## src/rtl/systolic_pkg.sv

```systemverilog
// Shared constants and FSM state encoding for the systolic tile scheduler.
// Latency: n/a (declarations only).
// Backpressure: n/a.
//
// Contents: array geometry (N, DATA_W, ADDR_W), compute window length (CMP_CYC),
// load index and compute counter widths, compute FSM state enum.
package systolic_pkg;

    localparam int N          = 16;
    localparam int DATA_W     = 8;
    localparam int ADDR_W     = 8;              // clog2(N*N)
    localparam int CMP_CYC    = 3 * N - 2;      // swap -> C outputs final
    localparam int TILE_BEATS = N * N;          // elements per operand tile
    localparam int IDX_W      = 9;              // indexes 0 .. 2*N*N-1
    localparam int CNT_W      = 6;              // holds CMP_CYC-1

    typedef enum logic [1:0] {
        S_IDLE,
        S_SWAP,
        S_COMPUTE,
        S_RESULT
    } state_t;

endpackage

```

## src/rtl/systolic_tile_sched_if.sv

```systemverilog
// Operand stream and result handshake bundle of the tile scheduler.
// Latency: n/a (wires only).
// Backpressure: stream via s_valid/s_ready, result via res_valid/res_ready.
//
// master: tile producer + result consumer (drives s_*, res_ready).
// slave : the scheduler (drives s_ready, res_valid).
interface systolic_tile_sched_if;

    logic                           s_valid;
    logic                           s_ready;
    logic [systolic_pkg::DATA_W-1:0] s_data;
    logic                           s_last;
    logic                           res_valid;
    logic                           res_ready;

    modport master (
        output s_valid, s_data, s_last, res_ready,
        input  s_ready, res_valid
    );

    modport slave (
        input  s_valid, s_data, s_last, res_ready,
        output s_ready, res_valid
    );

endinterface

```

## src/rtl/systolic_tile_loader.sv

```systemverilog
// Stream-to-SRAM write side: steers A then B beats into the shadow bank, tracks tile completion.
// Latency: SRAM write strobes are combinational from the accepted beat; shadow_full one cycle later.
// Backpressure: s_ready = ~shadow_full; stalls until the compute side swaps banks.
//
// Ports: clk, rst (sync, active-high); s_valid/s_data/s_last/s_ready stream;
// clr_full (bank swap releases the shadow bank); we/addr/din for SRAM A and B;
// shadow_full (complete tile waiting), tile_done (good last beat accepted this cycle);
// err_len (sticky framing error).
module systolic_tile_loader
    import systolic_pkg::*;
(
    input  logic              clk,
    input  logic              rst,
    input  logic              s_valid,
    input  logic [DATA_W-1:0] s_data,
    input  logic              s_last,
    output logic              s_ready,
    input  logic              clr_full,
    output logic              we_a,
    output logic [ADDR_W-1:0] addr_a,
    output logic [DATA_W-1:0] din_a,
    output logic              we_b,
    output logic [ADDR_W-1:0] addr_b,
    output logic [DATA_W-1:0] din_b,
    output logic              shadow_full,
    output logic              tile_done,
    output logic              err_len
);

    logic [IDX_W-1:0] idx;
    logic             accept;
    logic             final_beat;
    logic             in_b;

    assign s_ready    = ~shadow_full;
    assign accept     = s_valid & s_ready;
    assign final_beat = (idx == IDX_W'(2 * TILE_BEATS - 1));
    assign in_b       = (idx >= IDX_W'(TILE_BEATS));
    assign tile_done  = accept & final_beat & s_last;

    // A tile is exactly two power-of-two operand halves, so the low index bits
    // are the word address within either half.
    assign we_a   = accept & ~in_b;
    assign we_b   = accept & in_b;
    assign addr_a = we_a ? idx[ADDR_W-1:0] : '0;
    assign addr_b = we_b ? idx[ADDR_W-1:0] : '0;
    assign din_a  = we_a ? s_data : '0;
    assign din_b  = we_b ? s_data : '0;

    always_ff @(posedge clk) begin
        if (rst) begin
            idx         <= '0;
            shadow_full <= 1'b0;
            err_len     <= 1'b0;
        end else begin
            if (clr_full) begin
                shadow_full <= 1'b0;
            end
            if (accept) begin
                if (final_beat || s_last) begin
                    // Either a clean tile end or a framing error: both restart
                    // at beat 0. A bad tile is dropped; the words it left in the
                    // shadow bank are simply overwritten by the next tile.
                    idx <= '0;
                    if (final_beat && s_last) begin
                        shadow_full <= 1'b1;
                    end else begin
                        err_len <= 1'b1;
                    end
                end else begin
                    idx <= idx + IDX_W'(1);
                end
            end
        end
    end

endmodule

```

## src/rtl/systolic_tile_sched.sv

```systemverilog
// Tile scheduler for the 16x16 systolic MMA array: ping-pong A/B SRAM banks, compute window timing.
// Latency: last beat at t -> bank swap at t+1 (if idle) -> res_valid at t+2+CMP_CYC.
// Backpressure: stream stalls while a loaded tile waits; result held until res_ready.
//
// Ports: clk, rst (sync, active-high); bus (slave modport: stream + result handshake);
// we/addr/din for SRAM A and B (shadow bank); select_buf (active bank); array_rst (PE clear);
// busy; err_len. Build option SYSTOLIC_TILE_SCHED_PERF_EN adds perf_tiles / perf_stall counters.
module systolic_tile_sched
    import systolic_pkg::*;
(
    input  logic                  clk,
    input  logic                  rst,
    systolic_tile_sched_if.slave  bus,
    output logic                  we_a,
    output logic                  we_b,
    output logic [ADDR_W-1:0]     addr_a,
    output logic [ADDR_W-1:0]     addr_b,
    output logic [DATA_W-1:0]     din_a,
    output logic [DATA_W-1:0]     din_b,
    output logic                  select_buf,
    output logic                  array_rst,
    output logic                  busy,
    output logic                  err_len
`ifdef SYSTOLIC_TILE_SCHED_PERF_EN
    ,
    output logic [31:0]           perf_tiles,
    output logic [31:0]           perf_stall
`endif
);

    state_t           state;
    logic [CNT_W-1:0] cnt;
    logic             select_q;
    logic             array_rst_q;
    logic             busy_q;
    logic             res_valid_q;

    logic             s_ready_w;
    logic             shadow_full;
    logic             tile_done;
    logic             clr_full;
    logic             full_nxt;

    systolic_tile_loader u_loader (
        .clk         (clk),
        .rst         (rst),
        .s_valid     (bus.s_valid),
        .s_data      (bus.s_data),
        .s_last      (bus.s_last),
        .s_ready     (s_ready_w),
        .clr_full    (clr_full),
        .we_a        (we_a),
        .addr_a      (addr_a),
        .din_a       (din_a),
        .we_b        (we_b),
        .addr_b      (addr_b),
        .din_b       (din_b),
        .shadow_full (shadow_full),
        .tile_done   (tile_done),
        .err_len     (err_len)
    );

    assign bus.s_ready   = s_ready_w;
    assign bus.res_valid = res_valid_q;
    assign select_buf    = select_q;
    assign array_rst     = array_rst_q;
    assign busy          = busy_q;

    // The shadow bank is released during the SWAP cycle itself.
    assign clr_full = (state == S_SWAP);

    // Looking at the loader's next-cycle fill state lets the swap land on the
    // cycle right after the last beat, with all FSM outputs still registered.
    // Outside SWAP nothing clears shadow_full, so this is its exact next value.
    assign full_nxt = shadow_full | tile_done;

    always_ff @(posedge clk) begin
        if (rst) begin
            state       <= S_IDLE;
            cnt         <= '0;
            select_q    <= 1'b0;
            array_rst_q <= 1'b0;
            busy_q      <= 1'b0;
            res_valid_q <= 1'b0;
        end else begin
            array_rst_q <= 1'b0;
            case (state)
                S_IDLE: begin
                    if (full_nxt) begin
                        state       <= S_SWAP;
                        select_q    <= ~select_q;
                        array_rst_q <= 1'b1;
                        busy_q      <= 1'b1;
                    end
                end
                S_SWAP: begin
                    state <= S_COMPUTE;
                    cnt   <= CNT_W'(CMP_CYC - 1);
                end
                S_COMPUTE: begin
                    if (cnt == '0) begin
                        state       <= S_RESULT;
                        res_valid_q <= 1'b1;
                    end else begin
                        cnt <= cnt - CNT_W'(1);
                    end
                end
                S_RESULT: begin
                    // Active bank and C stay frozen until the consumer takes C.
                    if (bus.res_ready) begin
                        res_valid_q <= 1'b0;
                        if (full_nxt) begin
                            state       <= S_SWAP;
                            select_q    <= ~select_q;
                            array_rst_q <= 1'b1;
                        end else begin
                            state  <= S_IDLE;
                            busy_q <= 1'b0;
                        end
                    end
                end
                default: begin
                    state       <= S_IDLE;
                    busy_q      <= 1'b0;
                    res_valid_q <= 1'b0;
                end
            endcase
        end
    end

`ifdef SYSTOLIC_TILE_SCHED_PERF_EN
    // perf_stall counts cycles a finished tile sits in the shadow bank while
    // the array is occupied, including the swap cycle that releases it.
    always_ff @(posedge clk) begin
        if (rst) begin
            perf_tiles <= '0;
            perf_stall <= '0;
        end else begin
            if (res_valid_q && bus.res_ready) begin
                perf_tiles <= perf_tiles + 32'd1;
            end
            if ((state != S_IDLE) && shadow_full) begin
                perf_stall <= perf_stall + 32'd1;
            end
        end
    end
`endif

endmodule

```

## src/flat_wrapper.sv

```systemverilog
// flat-port wrapper written by rule: the top's interface ports become plain ports
module systolic_tile_sched_flat import systolic_pkg::*;
  (clk, rst, we_a, we_b, addr_a, addr_b, din_a, din_b, select_buf, array_rst, busy, err_len, bus_s_valid, bus_s_data, bus_s_last, bus_res_ready, bus_s_ready, bus_res_valid);
  systolic_tile_sched_if bus_i ();
  input  logic clk;
  input  logic rst;
  output logic we_a;
  output logic we_b;
  output logic [ADDR_W-1:0] addr_a;
  output logic [ADDR_W-1:0] addr_b;
  output logic [DATA_W-1:0] din_a;
  output logic [DATA_W-1:0] din_b;
  output logic select_buf;
  output logic array_rst;
  output logic busy;
  output logic err_len;
  input wire logic [$bits(bus_i.s_valid)-1:0] bus_s_valid;
  input wire logic [$bits(bus_i.s_data)-1:0] bus_s_data;
  input wire logic [$bits(bus_i.s_last)-1:0] bus_s_last;
  input wire logic [$bits(bus_i.res_ready)-1:0] bus_res_ready;
  output wire logic [$bits(bus_i.s_ready)-1:0] bus_s_ready;
  output wire logic [$bits(bus_i.res_valid)-1:0] bus_res_valid;
  assign bus_i.s_valid = bus_s_valid;
  assign bus_i.s_data = bus_s_data;
  assign bus_i.s_last = bus_s_last;
  assign bus_i.res_ready = bus_res_ready;
  assign bus_s_ready = bus_i.s_ready;
  assign bus_res_valid = bus_i.res_valid;
  systolic_tile_sched u_core (.clk(clk), .rst(rst), .bus(bus_i), .we_a(we_a), .we_b(we_b), .addr_a(addr_a), .addr_b(addr_b), .din_a(din_a), .din_b(din_b), .select_buf(select_buf), .array_rst(array_rst), .busy(busy), .err_len(err_len));
endmodule
```

## config.mk

```make
export PLATFORM = sky130hd
export DESIGN_NAME = systolic_tile_sched_flat
export DESIGN_NICKNAME = d
export VERILOG_FILES = /design/src/rtl/systolic_pkg.sv /design/src/rtl/systolic_tile_sched_if.sv /design/src/rtl/systolic_tile_loader.sv /design/src/rtl/systolic_tile_sched.sv /design/src/flat_wrapper.sv
export SDC_FILE = /design/constraint.sdc
export NUM_CORES = 1
export LEC_CHECK = 0
export ABC_AREA = 1
export BUFFER_PORTS_ARGS = -buffer_cell sky130_fd_sc_hd__buf_4
export CAP_MARGIN = 5
export CORE_ASPECT_RATIO = 1.2
export CORE_UTILIZATION = 49
export DETAILED_ROUTE_END_ITERATION = 16
export PLACE_DENSITY = 0.75
export SLEW_MARGIN = 10
export SYNTH_ARGS = -nofsm -noshare
export SYNTH_HDL_FRONTEND = slang
export SYNTH_SLANG_ARGS = --single-unit
export TNS_END_PERCENT = 20
```

## constraint.sdc

```tcl
create_clock -name clk -period 2.05 [get_ports clk]
set_input_delay 0.3075 -clock clk [delete_from_list [all_inputs] [get_ports clk]]
set_output_delay 0.3075 -clock clk [all_outputs]
set_load 0.05 [all_outputs]
```

; ---- Word level (Yosys, flattened, before mapping)
; Index checks and enable logic that the tools add are counted.
[classes]
addsub = 2
magnitude_cmp = 1
eq_ne = 9
n_mux = 29
n_bitwise = 10
n_reduce_logical = 13
[op_table]
columns = cell, n
row1 = 8-bit 2-to-1 mux, 4
row2 = 1-bit 2-to-1 mux, 14
row3 = 6-bit one-hot mux with 2 select lines, 1
row4 = 9-bit by 1-bit adder with 9-bit output (second input constant), 1
row5 = 9-bit == test (second input constant), 1
row6 = 9-bit greater-or-equal comparator (second input constant), 1
row7 = 9-bit 2-to-1 mux, 1
row8 = 3-bit AND reduction, 3
row9 = 1-bit one-hot mux with 2 select lines, 4
row10 = 2-bit one-hot mux with 4 select lines, 1
row11 = 6-bit zero test, 1
row12 = 2-bit 2-to-1 mux, 3
row13 = 6-bit 2-to-1 mux, 1
row14 = 2-bit inequality test (second input constant), 3
row15 = 2-bit nonzero test, 3
row16 = 6-bit by 1-bit subtractor with 6-bit output (second input constant), 1
row17 = 1-bit AND, 5
row18 = 2-bit == test (second input constant), 2
row19 = 2-bit by 1-bit inequality test with 1-bit output (second input constant), 2
row20 = 1-bit NOT, 4
row21 = 2-bit AND reduction, 2
row22 = 4-bit AND reduction, 1
row23 = 2-bit by 1-bit == test with 1-bit output (second input constant), 1
row24 = 2-bit zero test, 1
row25 = other kinds (3), 3
[totals]
register_bits = 23
in_bits = 13
out_inout_bits = 40
elab_cells = 73

; ---- Logic depth before layout (Yosys ltp)
; Gate-level depths: netlist of the first run.
[depth]
depth_word = 8
depth_mapped = 10
depth_no_buf = 10

; ---- Cells and area by module
; Synthesis of the first run repeated with hierarchy kept, for this count alone.
[hier_totals]
cells_unflattened = 228
hier_area_um2 = 1493.9
[modules_own_cells]
columns = module, instances, cells_per_inst, area_per_inst_um2, seq_area_each_um2
row1 = systolic_tile_loader, 1, 129, 784.5, 220.2
row2 = systolic_tile_sched, 1, 99, 709.4, 240.2

; ---- Worst setup path before layout of the first run
; Ideal clock, no wire load.
[synth_timing]
path_type = register to output
start = register u_core.u_loader.shadow_full
end = output port addr_a[4]
t_arrival_ns = 1.817
required_ns = 1.742
setup_slack_ns = -0.075
stages_incl_launch_ff = 7
n_path_buf = 1
path_cell_list = dfxtp_1 > nor2_4 > inv_4 > nor2_4 > inv_2 > buf_6 > nor2_1
[synth_between]
elab_chain_cells = 4
[synth_lines]
columns = element, line_no
row1 = start: declaration, systolic_tile_loader.sv:25  ; output logic shadow_full,
row2 = start signal: assignment, systolic_tile_loader.sv:53  ; shadow_full <= 1'b0;
row3 = start signal: assignment, systolic_tile_loader.sv:57  ; shadow_full <= 1'b0;
row4 = start signal: assignment, systolic_tile_loader.sv:66  ; shadow_full <= 1'b1;
row5 = 1-bit NOT, systolic_tile_loader.sv:35  ; assign s_ready = ~shadow_full;
row6 = 1-bit AND, systolic_tile_loader.sv:36  ; assign accept = s_valid & s_ready;
row7 = 1-bit AND, systolic_tile_loader.sv:43  ; assign we_a = accept & ~in_b;
row8 = net we_a, flat_wrapper.sv:7  ; output logic we_a;
row9 = 8-bit 2-to-1 mux, systolic_tile_loader.sv:45  ; assign addr_a = we_a ? idx[ADDR_W-1:0] : '0;
row10 = end: declaration, flat_wrapper.sv:9  ; output logic [ADDR_W-1:0] addr_a;
; The timed path passes the listed nets, and every way through them passes these cells.

; ---- Worst setup path in the final report of the first run
[layout_timing]
start = register u_core.u_loader.shadow_full
end = output port addr_a[5]
[layout_between]
elab_chain_cells = 4
[layout_lines]
columns = element, line_no
row1 = 1-bit NOT, systolic_tile_loader.sv:35
row2 = 1-bit AND, systolic_tile_loader.sv:36
row3 = 1-bit AND, systolic_tile_loader.sv:43
row4 = 8-bit 2-to-1 mux, systolic_tile_loader.sv:45
; Every way passes these cells.

==> flow_summary.rst, run 1 <==
.. list-table::
   :header-rows: 1

   * - Metric
     - Value
   * - Synthesized Nets
     - 243
   * - Residual DRC count
     - 0
   * - Wire length of the first global-routing pass
     - 5600 microns
   * - Post-CTS setup buffers
     - 0
   * - RSZ-0062 raised after global routing
     - false
   * - Antenna fix cells
     - 0
   * - Via count
     - about 1500
   * - Avg Vias per Cell
     - between 4 and 5
   * - Worst skew pair latency
     - 0.30 ns
   * - Largest net degree at the start of global routing
     - 16
   * - Number of antenna violations at the first check in global routing
     - 0
   * - CTS tree
     - built
   * - Endpoint required time on the critical path
     - ~1.7 ns
   * - Total area of multi-input combinational cells
     - roughly 850 sq um
   * - Final total power
     - ~0.84 mW
   * - Slew at the pin closest to its max-slew limit
     - between 0.3 and 0.4 ns
   * - P per Cell Area
     - approximately 440 nW/um^2
   * - Syn Inst Count
     - approximately 220
   * - Mean post-synth cell area
     - roughly 6.7 sq um
   * - Count of H-tree levels built during CTS
     - 1
   * - Chip Height
     - 62.2 microns
   * - Dominant register cell in the synthesized netlist
     - dfxtp_1
   * - Layout cells sized above 1
     - between 20% and 30%
   * - Number of hold violations in the final report
     - 0
   * - Root cell of the clock tree
     - clkbuf_4
   * - Count of pins over their slew limit
     - 0
   * - LEAKAGE
     - between 0.9 and 1 nW
   * - Kind of path behind the tightest hold check
     - in2reg
   * - Final weighted congestion of routability-driven global placement
     - between 0.7 and 0.8
   * - Synth area leaders
     - dfxtp_1 31%, nor2_1 12%, nand2_1 8.9%
   * - Number of top-level pins
     - 53
   * - Warning count from the yosys run
     - 0
   * - Status
     - finished, final reports clean
   * - Utilization after layout
     - 67.5%
   * - Share of synthesized registers carrying an async set or reset
     - 0%
   * - EDFF count, synth
     - 0
   * - Highest achievable clock rate
     - roughly 0.54 GHz
   * - Core ar.
     - around 2800 sq um
   * - Area of the mapped netlist
     - approximately 1500 sq um
   * - Remaining Overflow, GRT
     - 0
   * - Area fraction of the dominant cell type after synthesis
     - 31.1%
   * - Maximum fanout along the worst path
     - 15
   * - Final worst path period share
     - about nine tenths
   * - Num Clock Sinks
     - 23
   * - Critical path launch point type
     - register
   * - Reg clk slew, reported paths
     - about 0.13 ns
   * - Average routed wire per standard cell
     - 10.5 microns
   * - Total routed wirelength
     - around 3200 microns
   * - Final HPWL from detailed placement
     - about 2600 microns
   * - PostCTS Resize Cnt
     - 0
   * - Cell taking the most area after synthesis
     - dfxtp_1
   * - Number of synthesized register bits
     - 23
   * - Number of buffers inserted by hold repair at cts
     - 0
   * - Layout Nets
     - about 300
   * - Length of the first detailed-routing pass in iterations
     - 4
   * - Worst slew margin
     - between 70% and 80%
   * - Number of max-cap violations
     - 0
   * - Setup Skew
     - 0.00581 ns
   * - Cell Rows
     - 21
   * - Post-detailed-placement cell area
     - ~1900 sq um
   * - Part of the Yosys area used for sequential elements
     - between 30 and 40%
   * - Horizontal die dimension
     - roughly 52 microns
   * - Port Buffers
     - 52
   * - Tot GR Track Use
     - 21.9%
   * - Total clock buffers created by CTS
     - 3
   * - Maximum number of buffers from clock root to sink
     - 2
   * - Number of nets still failing antenna checks after routing
     - 0
   * - Non-Filler Cell Area, Final
     - between 1500 and 2000 sq um
   * - Nature of the critical path endpoint
     - output port
   * - Hold Worst Slack
     - about 0.24 ns
   * - Number of distinct library cells after synthesis
     - 31
   * - Number of global-route vias before repair
     - 1401
   * - Starting utilization of the core area
     - a little over half
   * - Count of endpoints failing setup in the final report
     - 0
   * - Total Die Area
     - between 3000 and 4000 sq um
   * - Syn-to-layout area delta
     - 29.4%
   * - Crit Path Class
     - reg2out
   * - Storage cell area
     - about 460 sq um
   * - DR iter-0 viols
     - 33
   * - Arrival time of data at the critical path endpoint
     - roughly 1.6 ns
   * - Fillcell total
     - between 200 and 300
   * - Min Clock Period, post-route
     - between 1.5 and 2 ns
   * - Peak supply drop
     - approximately 0.31 mV
[area by class of cell]
class	instances	share of cell area, %
Multi-Input combinational cell	157	44.4
Clock buffer	4	1.37
Timing Repair Buffer	52	20.4
Sequential cell	23	24.0
Inverter	38	7.64
Tap cell	34	2.22
[worst paths after layout]
check / start / to / slack [ns] / depth (start not counted)
worst max-delay path: u_core.u_loader.shadow_full / addr_a[5] / 0.20 / 6
worst min-delay path: rst / u_core.cnt[2] / 0.24 / 2
worst max register to register: u_core.u_loader.idx[0] / u_core.state[1] / 0.20 / 10
worst min register to register: u_core.u_loader.err_len / u_core.u_loader.err_len / 0.46 / 2
[where the power goes]
group          switching, mW  total, mW  internal, mW
clock network          0.132      0.208        0.0758
logic                  0.117      0.171        0.0535
registers            0.00553      0.458         0.452
total                  0.255      0.837         0.582
[state kept, by name, indices dropped and copies added (netlist names)]
| name | cells |
|---|---|
| u_core.array_rst | 1 |
| u_core.bus.res_valid | 1 |
| u_core.busy | 1 |
| u_core.cnt | 6 |
| u_core.select_buf | 1 |
| u_core.state | 2 |
| u_core.u_loader.err_len | 1 |
| u_core.u_loader.idx | 9 |
| u_core.u_loader.shadow_full | 1 |
[cells in the mapped netlist (2+ instances only)]
cell type / count
nand2_1: 35
nand4_1: 2
inv_2: 3
nand3_1: 17
o21ai_0: 3
nor2_1: 47
nand2_4: 3
nor2_4: 4
buf_6: 2
dfxtp_1: 23
nand3_2: 2
inv_1: 33
a21oi_1: 14
nor2_2: 2
a211oi_1: 3
and3_1: 2
nor3b_1: 2
nor3_1: 3
ha_1: 9
[worst max-delay path, cell delays in order, from the launching register on]
cell     delay [ns]
dfxtp_1        0.37
nor2_4         0.22
inv_4          0.11
nor2_4         0.11
inv_2          0.12
nor2_1         0.11
buf_4          0.21
[cells by family after synthesis]
group	Yosys count	synth area share, %
DFF	23	31.1
adders and majority gates	9	7.61
buffers and inverters	41	11.7
AOI/OAI and AO/OA	25	10.1
and+or+nand+nor	123	39.5
[through the flow]
stage | worst slack [ns] | setup TNS, ns | cells
finish | 0.197 | 0 | 308
CTS | 0.177 | 0 | 308
global placement | 0.262 | 0 | 304
global route | 0.0246 | 0 | 308
floorplan | -0.0747 | -1.49 | 221
detailed placement | 0.235 | 0 | 304
[routing by layer]
metal / share of wire [%] / up-vias / track usage, %
li1: - / 801 / -
met2: 49 / 57 / 41.7
met1: 42 / 646 / 23.1
met3: 8.0 / 4 / 2.21
met4: 1.3 / 0 / 9.21
met5: 0 / - / 0
[layout by cell type, fill, tap and decap left out, types with 4 or more instances in the layout]
cell type and instances:
buf_4 52, nor2_1 47, nand2_1 34, inv_1 33
dfxtp_1 23, nand3_1 17, a21oi_1 14, ha_1 9
nor2_4 4
Note: power is estimated with default switching activity, not from simulation.
==> run 2, diff against run 1 <==
Settings changed: CORE_UTILIZATION 49 to 45, HOLD_SLACK_MARGIN from default to 0.15, PLACE_DENSITY 0.75 to 0.69.
==> run 2 against run 1 <==
  * Clock-buffer cell count did not move
  * Global-route usage down 3.3 points
  * Wire length fell by 3.4%
  * Sequential cell count did not move
  * Sequential power hardly changed
  * Largest cell class unchanged
  * Sequential share of layout area shrank 0.091 points
  * Non-clock buffer count is the same
  * Via count unchanged
  * Critical endpoint is now addr_b[5]
  * Critical path type unchanged
  * Critical path depth is the same
  * Clock skew is 0.0021 ns higher
  * Die area up 8.6%
==> flow_summary.rst, run 2 (synthesis gave the netlist of run 1 again) <==
.. list-table::
   :header-rows: 1

   * - Metric
     - Value
   * - Min Clock Period, post-route
     - 1.87 ns (was 1.85 ns)
   * - Reg clk slew, reported paths
     - 0.13 ns (about the same)
   * - Max reg flops
     - 9 (unchanged)
   * - Worst R2R Setup Slack
     - 0.23 ns (was 0.20 ns)
   * - Crit Reg-Reg Startpoint
     - u_core.u_loader.idx[1] (was u_core.u_loader.idx[0])
   * - Syn-to-layout area delta
     - 30.3% (was 29.4%)
   * - Slew at the pin closest to its max-slew limit
     - 0.300 ns (was 0.304 ns)
   * - RSZ-0062 raised after global routing
     - false (unchanged)
   * - Hold-critical path depth
     - 2 (unchanged)
   * - Final weighted congestion of routability-driven global placement
     - 0.789 (was 0.794)
   * - Final worst path period share
     - 91.2% (was 90.4%)
   * - Largest registers
     - u_core.u_loader.idx: 9 flops, u_core.cnt: 6 flops, u_core.state: 2 flops (unchanged)
   * - Starting utilization of the core area
     - 48.0% (was 52.2%)
   * - Hold Worst Slack
     - 0.246 ns (was 0.244 ns)
   * - Utilization after layout
     - 62.5% (was 67.5%)
   * - Total clock buffers created by CTS
     - 3 (unchanged)
   * - Post-CTS setup buffers
     - 0 (unchanged)
   * - Final HPWL from detailed placement
     - 2370 microns (was 2590 microns)
   * - Total routed wirelength
     - 3140 microns (was 3250 microns)
   * - Peak supply drop
     - 0.355 mV (was 0.308 mV)
   * - Avg Vias per Cell
     - 4.86 (was 4.90)
   * - Highest-count cells in the layout ignoring fill and taps
     - 52 x buf_4, 47 x nor2_1, 34 x nand2_1 (unchanged)
   * - Via count
     - 1508 (unchanged)
   * - Length of the first detailed-routing pass in iterations
     - 4 (unchanged)
   * - Residual DRC count
     - 0 (unchanged)
   * - Worst Slack Setup Final
     - 0.181 ns (was 0.197 ns)
   * - Root cell of the clock tree
     - clkbuf_4 (unchanged)
   * - Worst skew pair latency
     - 0.31 ns (was 0.30 ns)
   * - Num Clock Sinks
     - 23 (unchanged)
   * - Layout cells sized above 1
     - 28.5% (was 27.4%)
   * - Wire length of the first global-routing pass
     - 4990 microns (was 5600 microns)
   * - DR iter-0 viols
     - 23 (was 33)
   * - Number of global-route vias before repair
     - 1250 (was 1401)
   * - Average routed wire per standard cell
     - 10.1 microns (was 10.5 microns)
   * - Path depth of the worst reg2reg path
     - 10 (unchanged)
   * - Number of hold violations in the final report
     - 0 (unchanged)
   * - Number of buffers inserted by hold repair at cts
     - 0 (unchanged)
   * - Largest net degree at the start of global routing
     - 16 (unchanged)
   * - Leading cell type in the layout, fill and taps excluded
     - buf_4 (unchanged)
   * - Remaining Overflow, GRT
     - 0 (unchanged)
   * - Worst slew margin
     - 80.0% (was 79.7%)
   * - LEAKAGE
     - 0.945 nW (was 0.947 nW)
   * - P per Cell Area
     - 437 nW/um^2 (about the same)
   * - Cell Rows
     - 22 (was 21)
   * - Count of endpoints failing setup in the final report
     - 0 (unchanged)
   * - Fillcell total
     - 299 (was 267)
   * - Kind of path behind the tightest hold check
     - in2reg (unchanged)
   * - Horizontal die dimension
     - 54.4 microns (was 52.2 microns)
   * - Crit path from
     - u_core.u_loader.shadow_full (unchanged)
   * - Tot GR Track Use
     - 18.7% (was 21.9%)
   * - Highest achievable clock rate
     - 0.535 GHz (was 0.540 GHz)
   * - Setup Skew
     - 0.00788 ns (was 0.00581 ns)
   * - Port Buffers
     - 52 (unchanged)
   * - Nature of the critical path endpoint
     - output port (unchanged)
   * - Chip Height
     - 64.8 microns (was 62.2 microns)
   * - Count of pins over their slew limit
     - 0 (unchanged)
   * - Status
     - finished, final reports clean (unchanged)
   * - Arrival time of data at the critical path endpoint
     - 1.56 ns (was 1.55 ns)
   * - PostCTS Resize Cnt
     - 0 (unchanged)
   * - Setup Slack @ Placement
     - 0.147 ns (was 0.235 ns)
   * - Crit Path Class
     - reg2out (unchanged)
   * - Number of nets still failing antenna checks after routing
     - 0 (unchanged)
   * - Count of H-tree levels built during CTS
     - 1 (unchanged)
   * - CTS tree
     - built (unchanged)
   * - Critical path launch point type
     - register (unchanged)
   * - Endpoint required time on the critical path
     - 1.74 ns (about the same)
   * - Number of top-level pins
     - 53 (unchanged)
   * - Maximum number of buffers from clock root to sink
     - 2 (unchanged)
   * - Number of antenna violations at the first check in global routing
     - 0 (unchanged)
   * - Total area of multi-input combinational cells
     - 858 sq um (was 850 sq um)
   * - Number of max-cap violations
     - 0 (unchanged)
   * - Critical path endpoint
     - addr_b[5] (was addr_a[5])
   * - Antenna fix cells
     - 0 (unchanged)
   * - Total Die Area
     - 3520 sq um (was 3250 sq um)
   * - R2r endpoint
     - u_core.state[1] (unchanged)
   * - Final total power
     - 0.842 mW (was 0.837 mW)
   * - Storage cell area
     - 462 sq um (was 460 sq um)
   * - Core ar.
     - 3080 sq um (was 2840 sq um)
   * - Maximum fanout along the worst path
     - 15 (unchanged)
   * - Layout Nets
     - 297 (unchanged)
   * - Largest register by flop count
     - u_core.u_loader.idx (unchanged)
[run 2: final cells by class]
| type | instances | share of cell area [%] |
|---|---|---|
| well taps | 36 | 2.34 |
| inverters | 38 | 7.59 |
| repair buffers | 52 | 20.2 |
| clock buffers | 4 | 1.36 |
| flip-flops and latches | 23 | 23.9 |
| multi-input cells | 157 | 44.5 |
[run 2: metal layers]
metal,vias to the layer above,global-route usage [%],wire length [microns]
met5,-,0,0
met1,651,23.6,1480
met2,48,29.7,1400
met4,0,8.65,40
met3,6,3.29,221
li1,803,-,-
[run 2: per-stage QoR]
stage	setup TNS (ns)	instance area, sq um	instances
after floorplan	-1.49	1480	221
after global placement	0	1890	306
after detailed placement	0	1890	306
after CTS	0	1920	310
after global routing	0	1930	310
final	0	1930	310
[run 2: critical path, cell delays in order, from the launching register on]
cell     delay (ns)
dfxtp_1        0.37
nor2_4         0.22
inv_4          0.11
nor2_4         0.10
inv_2          0.11
nor2_1         0.12
buf_4          0.21
[run 2: power breakdown]
part | switching [mW] | internal, mW | leakage, nW
clock network | 0.139 | 0.0760 | 0.0150
registers | 0.00541 | 0.453 | 0.186
logic | 0.116 | 0.0532 | 0.743
[run 2: how the worst min path moves through the flow]
stage	start	slack (ns)	end
global placement	u_core.u_loader.err_len	0.45	u_core.u_loader.err_len
global route	rst	0.24	u_core.state[1]
CTS	rst	0.23	u_core.cnt[4]
finish	rst	0.25	u_core.cnt[4]
detailed placement	u_core.u_loader.err_len	0.45	u_core.u_loader.err_len
floorplan	u_core.cnt[5]	0.47	u_core.cnt[5]
